==> src/rtl/uart_rx_pkg.sv <==
// rtl/uart_rx_pkg.sv - shared UART IO constants: FSM states, bit counter codes, line levels, divider defaults
package uart_rx_pkg;

    // Byte-bus width towards the UART register logic
    localparam int BYTE_W = 8;

    // Default divider: 50 MHz system clock / 115200 baud
    localparam int UART_DIV_RATE = 434;

    // Bit counter: 0..7 select data bits, plus START and STOP codes
    localparam int UART_BIT_CNT_W = 4;
    localparam logic [UART_BIT_CNT_W-1:0] UART_BIT_START = 4'hF;
    localparam logic [UART_BIT_CNT_W-1:0] UART_BIT_MSB   = 4'd7;
    localparam logic [UART_BIT_CNT_W-1:0] UART_BIT_STOP  = 4'd8;

    // Line levels of the framing bits
    localparam logic UART_START_BIT = 1'b0;
    localparam logic UART_STOP_BIT  = 1'b1;

    typedef enum logic {
        UART_STATE_IDLE = 1'b0,
        UART_STATE_RX   = 1'b1
    } uart_state_e;

    // Divider counter width for a given bit rate: ceil(log2(rate))
    function automatic int uart_div_cnt_w(input int rate);
        return (rate <= 2) ? 1 : $clog2(rate);
    endfunction

endpackage

==> src/rtl/uart_rx_sync.sv <==
// rtl/uart_rx_sync.sv - 2-flop synchronizer for the asynchronous rx line, resets to idle-high
module uart_rx_sync (
    input  logic clk,
    input  logic reset,
    input  logic d,
    output logic q
);

    logic meta_q, meta_d;
    logic sync_q, sync_d;

    // Next values simply shift the line through the two stages
    always_comb begin
        meta_d = d;
        sync_d = meta_q;
    end

    // Both stages reset to 1 so a reset never looks like a start bit
    always_ff @(posedge clk or posedge reset) begin
        if (reset) begin
            meta_q <= 1'b1;
            sync_q <= 1'b1;
        end else begin
            meta_q <= meta_d;
            sync_q <= sync_d;
        end
    end

    assign q = sync_q;

endmodule

==> src/rtl/uart_rx.sv <==
// rtl/uart_rx.sv - 8N1 UART receiver with centre sampling; stop-bit check enabled by UART_RX_FRAME_ERR_EN
module uart_rx
    import uart_rx_pkg::*;
#(
    parameter int DIV_RATE = UART_DIV_RATE
) (
    input  logic              clk,
    input  logic              reset,
    input  logic              rx,
    output logic              rx_busy,
    output logic              rx_end,
    output logic [BYTE_W-1:0] rx_data,
    output logic              frame_err
);

    localparam int DIV_W = uart_div_cnt_w(DIV_RATE);
    // First sample lands mid start bit, later ones one full bit apart
    localparam logic [DIV_W-1:0] HALF_LOAD = DIV_W'(DIV_RATE / 2 - 1);
    localparam logic [DIV_W-1:0] FULL_LOAD = DIV_W'(DIV_RATE - 1);

    logic rx_s;

    uart_rx_sync u_sync (
        .clk   (clk),
        .reset (reset),
        .d     (rx),
        .q     (rx_s)
    );

    uart_state_e               state_q, state_d;
    logic [DIV_W-1:0]          div_cnt_q, div_cnt_d;
    logic [UART_BIT_CNT_W-1:0] bit_cnt_q, bit_cnt_d;
    logic [BYTE_W-1:0]         sh_reg_q, sh_reg_d;
    logic [BYTE_W-1:0]         rx_data_q, rx_data_d;
    logic                      rx_end_q, rx_end_d;
    logic                      frame_err_q, frame_err_d;

    // Frame sequencing: wait for start, count down to each bit centre, shift data LSB first
    always_comb begin
        state_d     = state_q;
        div_cnt_d   = div_cnt_q;
        bit_cnt_d   = bit_cnt_q;
        sh_reg_d    = sh_reg_q;
        rx_data_d   = rx_data_q;
        rx_end_d    = 1'b0;
        frame_err_d = 1'b0;

        case (state_q)
            UART_STATE_IDLE: begin
                if (rx_s == UART_START_BIT) begin
                    state_d   = UART_STATE_RX;
                    bit_cnt_d = UART_BIT_START;
                    div_cnt_d = HALF_LOAD;
                end
            end
            UART_STATE_RX: begin
                if (div_cnt_q != '0) begin
                    div_cnt_d = div_cnt_q - DIV_W'(1);
                end else begin
                    div_cnt_d = FULL_LOAD;
                    if (bit_cnt_q == UART_BIT_START) begin
                        // Line back high at the start-bit centre: it was a glitch
                        if (rx_s == UART_STOP_BIT) begin
                            state_d = UART_STATE_IDLE;
                        end else begin
                            bit_cnt_d = '0;
                        end
                    end else if (bit_cnt_q == UART_BIT_STOP) begin
                        state_d   = UART_STATE_IDLE;
                        rx_data_d = sh_reg_q;
                        rx_end_d  = 1'b1;
`ifdef UART_RX_FRAME_ERR_EN
                        frame_err_d = (rx_s == UART_START_BIT);
`endif
                    end else begin
                        sh_reg_d  = {rx_s, sh_reg_q[BYTE_W-1:1]};
                        bit_cnt_d = (bit_cnt_q == UART_BIT_MSB) ? UART_BIT_STOP
                                                                : bit_cnt_q + 4'd1;
                    end
                end
            end
            default: state_d = UART_STATE_IDLE;
        endcase
    end

    // State and datapath registers; reset abandons any partial frame
    always_ff @(posedge clk or posedge reset) begin
        if (reset) begin
            state_q     <= UART_STATE_IDLE;
            div_cnt_q   <= '0;
            bit_cnt_q   <= UART_BIT_START;
            sh_reg_q    <= '0;
            rx_data_q   <= '0;
            rx_end_q    <= 1'b0;
            frame_err_q <= 1'b0;
        end else begin
            state_q     <= state_d;
            div_cnt_q   <= div_cnt_d;
            bit_cnt_q   <= bit_cnt_d;
            sh_reg_q    <= sh_reg_d;
            rx_data_q   <= rx_data_d;
            rx_end_q    <= rx_end_d;
            frame_err_q <= frame_err_d;
        end
    end

    assign rx_busy   = (state_q == UART_STATE_RX);
    assign rx_end    = rx_end_q;
    assign rx_data   = rx_data_q;
    assign frame_err = frame_err_q;

endmodule

==> config.mk <==
export PLATFORM = sky130hd
export DESIGN_NAME = uart_rx
export DESIGN_NICKNAME = d
export VERILOG_FILES = /design/src/rtl/uart_rx_pkg.sv /design/src/rtl/uart_rx_sync.sv /design/src/rtl/uart_rx.sv
export SDC_FILE = /design/constraint.sdc
export NUM_CORES = 1
export LEC_CHECK = 0
export BUFFER_PORTS_ARGS = -buffer_cell sky130_fd_sc_hd__buf_2
export CAP_MARGIN = 40
export CORE_UTILIZATION = 57
export DETAILED_ROUTE_END_ITERATION = 8
export PLACE_DENSITY = 0.77
export SLEW_MARGIN = 25
export SYNTH_ARGS = -nofsm -noshare
export SYNTH_HDL_FRONTEND = slang
export SYNTH_SLANG_ARGS = --single-unit
==> constraint.sdc <==
create_clock -name clk -period 2.2 [get_ports clk]
set_input_delay 0.22 -clock clk [delete_from_list [all_inputs] [get_ports clk]]
set_output_delay 0.22 -clock clk [all_outputs]
set_load 0.01 [all_outputs]
==> results.cfg <==
[synthesis]
synth_area_sq_mm = 0.00154
netlist.area_leader.share = 0.439
synthFlopType = dfrtp_1
synthMostInstantiatedCell = dfrtp_1
synth_area_leader_cell = dfrtp_1
ys.warnings.count = 0
synth_edf_count = 0
syn_area_per_cell_sq_um = 11.8
synthesis.instances = 130
mappedNetlistNets = 136
distinct_cell_type_count_of_the_synthesized_netlist = 40
synth_seq_area_share = 0.541
async_set_reset_flop_share_out_of_synthesis = 1.00
synth_seq_cells = 33
synth.top_cells.by_count = dfrtp_1 (27), mux2_2 (16), nor2_1 (9), o21ai_0 (8)
ys_top_cells_by_area = dfrtp_1 (44%), mux2_2 (12%), dfstp_2 (10%), o21ai_0 (2.6%), ha_1 (2.4%)

[timing]
fmax_mhz = 508
layout_min_cycle_time_ps = 1970
setup_tns_ps = 0
final-setup-viol-count = 0
final_min_period_over_clock_period = 0.894
hold_viol = 0
rsz_0062_raised_after_global_routing = false
final.setup_skew_ps = 12.0
final_max_slew_viol_count = 0

[hold_path]
hold_path_class = flip-flop to flip-flop
hp-start = u_sync.meta_q

[grt]
grt_overflow = 0
number_of_antenna_violations_at_the_first_check_in_global_routing = 0
largest_net_degree_at_the_start_of_global_routing = 34
grt_pass1_wl_um = 3930
first_global_vias = 866
grt.total_usage = 0.202

[clock_tree]
cts_made_buffers = 5
clock_tree.buffer_depth = 2
cts.root.buffer_cell = clkbuf_4
number_of_h_tree_levels = 2
path_clk_slew_ps = 100
clock_tree_from_tritoncts = yes
source_to_sink_clock_delay_at_the_later_pin_of_the_worst_skew_pair_ps = 330
post_cts_resize_count = 0
sink_count_of_the_clock_tree = 33
number_of_buffers_added_to_fix_hold_violations_after_cts = 2
cts.repair_timing.setup_buffer_count = 0

[drt]
routedWlPerCell_um = 13.7
drt_iter0_markers = 29
first_pass_iters = 4
drt-total-wl_um = 2480
post-route-drc-count = 0
via_count = 1026
ant_nets = 0
route.detailed.vias_per_inst = 5.67

[place]
detailed_place_hpwl_um = 1750
io_buffer_count = 12
gp_routability_congestion = 0.819
detailed_place.area_sq_mm = 0.00164

[cells_and_area]
areaGrowthSynthToFinish_pct = 13.1
fin_area_sq_mm = 0.00174
utilization = 0.690
filler_cell_count = 191
total_area_of_multi_input_combinational_cells_sq_um = 663
drive_above_1_share = 0.338
regArea_sq_um = 833
finalNetCount = 156
antenna_cells_inserted = 0

[power_and_ir_drop]
power.static_leakage_uw = 0.000798
vdd.ir_drop.worst_mv = 0.552
p_per_area_mw_per_mm2 = 633

[critical_path]
startpoint = bit_cnt_q[0]
setup.worst_path.end_class = flip-flop
startpoint_type_of_the_worst_setup_path = flip-flop
r2r_start = bit_cnt_q[0]
crit_required_ps = 2420
critical_path_class = flip-flop to flip-flop
critical_path_arrival_ps = 2180
worstPathMaxFanout = 8

[floorplan]
core_area_sq_mm = 0.00252
initial_utilization = 0.610
rows = 18
dieArea_sq_mm = 0.00291
die-width_um = 54.0
design.portCount = 14
dieHeight_um = 54.0

[job]
maxCapViolCount = 0

[outcome]
status = finished clean
state kept, by name (all words and copies together), names as in the netlist:
signal         count
sh_reg_q           8
u_sync.meta_q      1
u_sync.q           1
div_cnt_q          9
bit_cnt_q          4
rx_data            8
rx_end             1
rx_busy            1
through the flow:
| step | cells | power, uW | worst slack [ps] | hold WS [ps] |
|---|---|---|---|---|
| floorplan | 130 | 636 | 408 | 224 |
| CTS | 181 | 1110 | 208 | 364 |
| global placement | 171 | 642 | 292 | 314 |
| detailed placement | 171 | 642 | 236 | 322 |
| global route | 181 | 1140 | 140 | 367 |
| finish | 181 | 1100 | 233 | 363 |
final cells by class:
type | count | area share
sequential | 33 | 0.479
multi-input combinational | 87 | 0.381
timing repair buffer | 16 | 0.0546
clock buffer | 7 | 0.0316
tap | 30 | 0.0216
clock inverter | 1 | 0.0173
inverter | 7 | 0.0151
critical path, stage by stage (launching register included):
cell and delay [ps]:
dfstp_2 570, inv_1 60, ha_1 210, nor2b_1 150, a21o_1 190, a21oi_4 300, mux2_2 370
report_power, final:
part           switching, uW  internal, uW
clock                    198           271
sequential              1.80           610
combinational           14.2          6.32
metal layers:
layer	global-route usage	vias up	routed length [um]
met3	0.0932	6	95
li1	-	514	-
met4	0.0921	0	38
met5	0	-	0
met1	0.264	489	1230
met2	0.282	17	1110
cells in the final DEF (no fill, tap or decap), types with 5 or more instances in the layout:
| cell | n |
|---|---|
| nor2_1 | 9 |
| buf_2 | 12 |
| dfrtp_1 | 27 |
| clkbuf_4 | 5 |
| inv_1 | 7 |
| o21ai_0 | 8 |
| mux2_2 | 16 |
| a21oi_1 | 7 |
| dfstp_2 | 6 |
final timing paths:
check	endpoint	slack, ps	cells after the start
max	sh_reg_q[7]	230	6
min	u_sync.q	360	0
max reg2reg	sh_reg_q[7]	230	6
min reg2reg	u_sync.q	360	0
max in group asynchronous	u_sync.q	1370	4
min in group asynchronous	rx_data[4]	500	4
logic make-up after synthesis:
family	share of synthesized area
fa+ha+maj	0.0244
simple gates	0.153
compound gates	0.128
flops	0.541
buf+inv	0.0276
other cells	0.00244
mux	0.124
No activity file was read; power rests on OpenSTA's default activity.
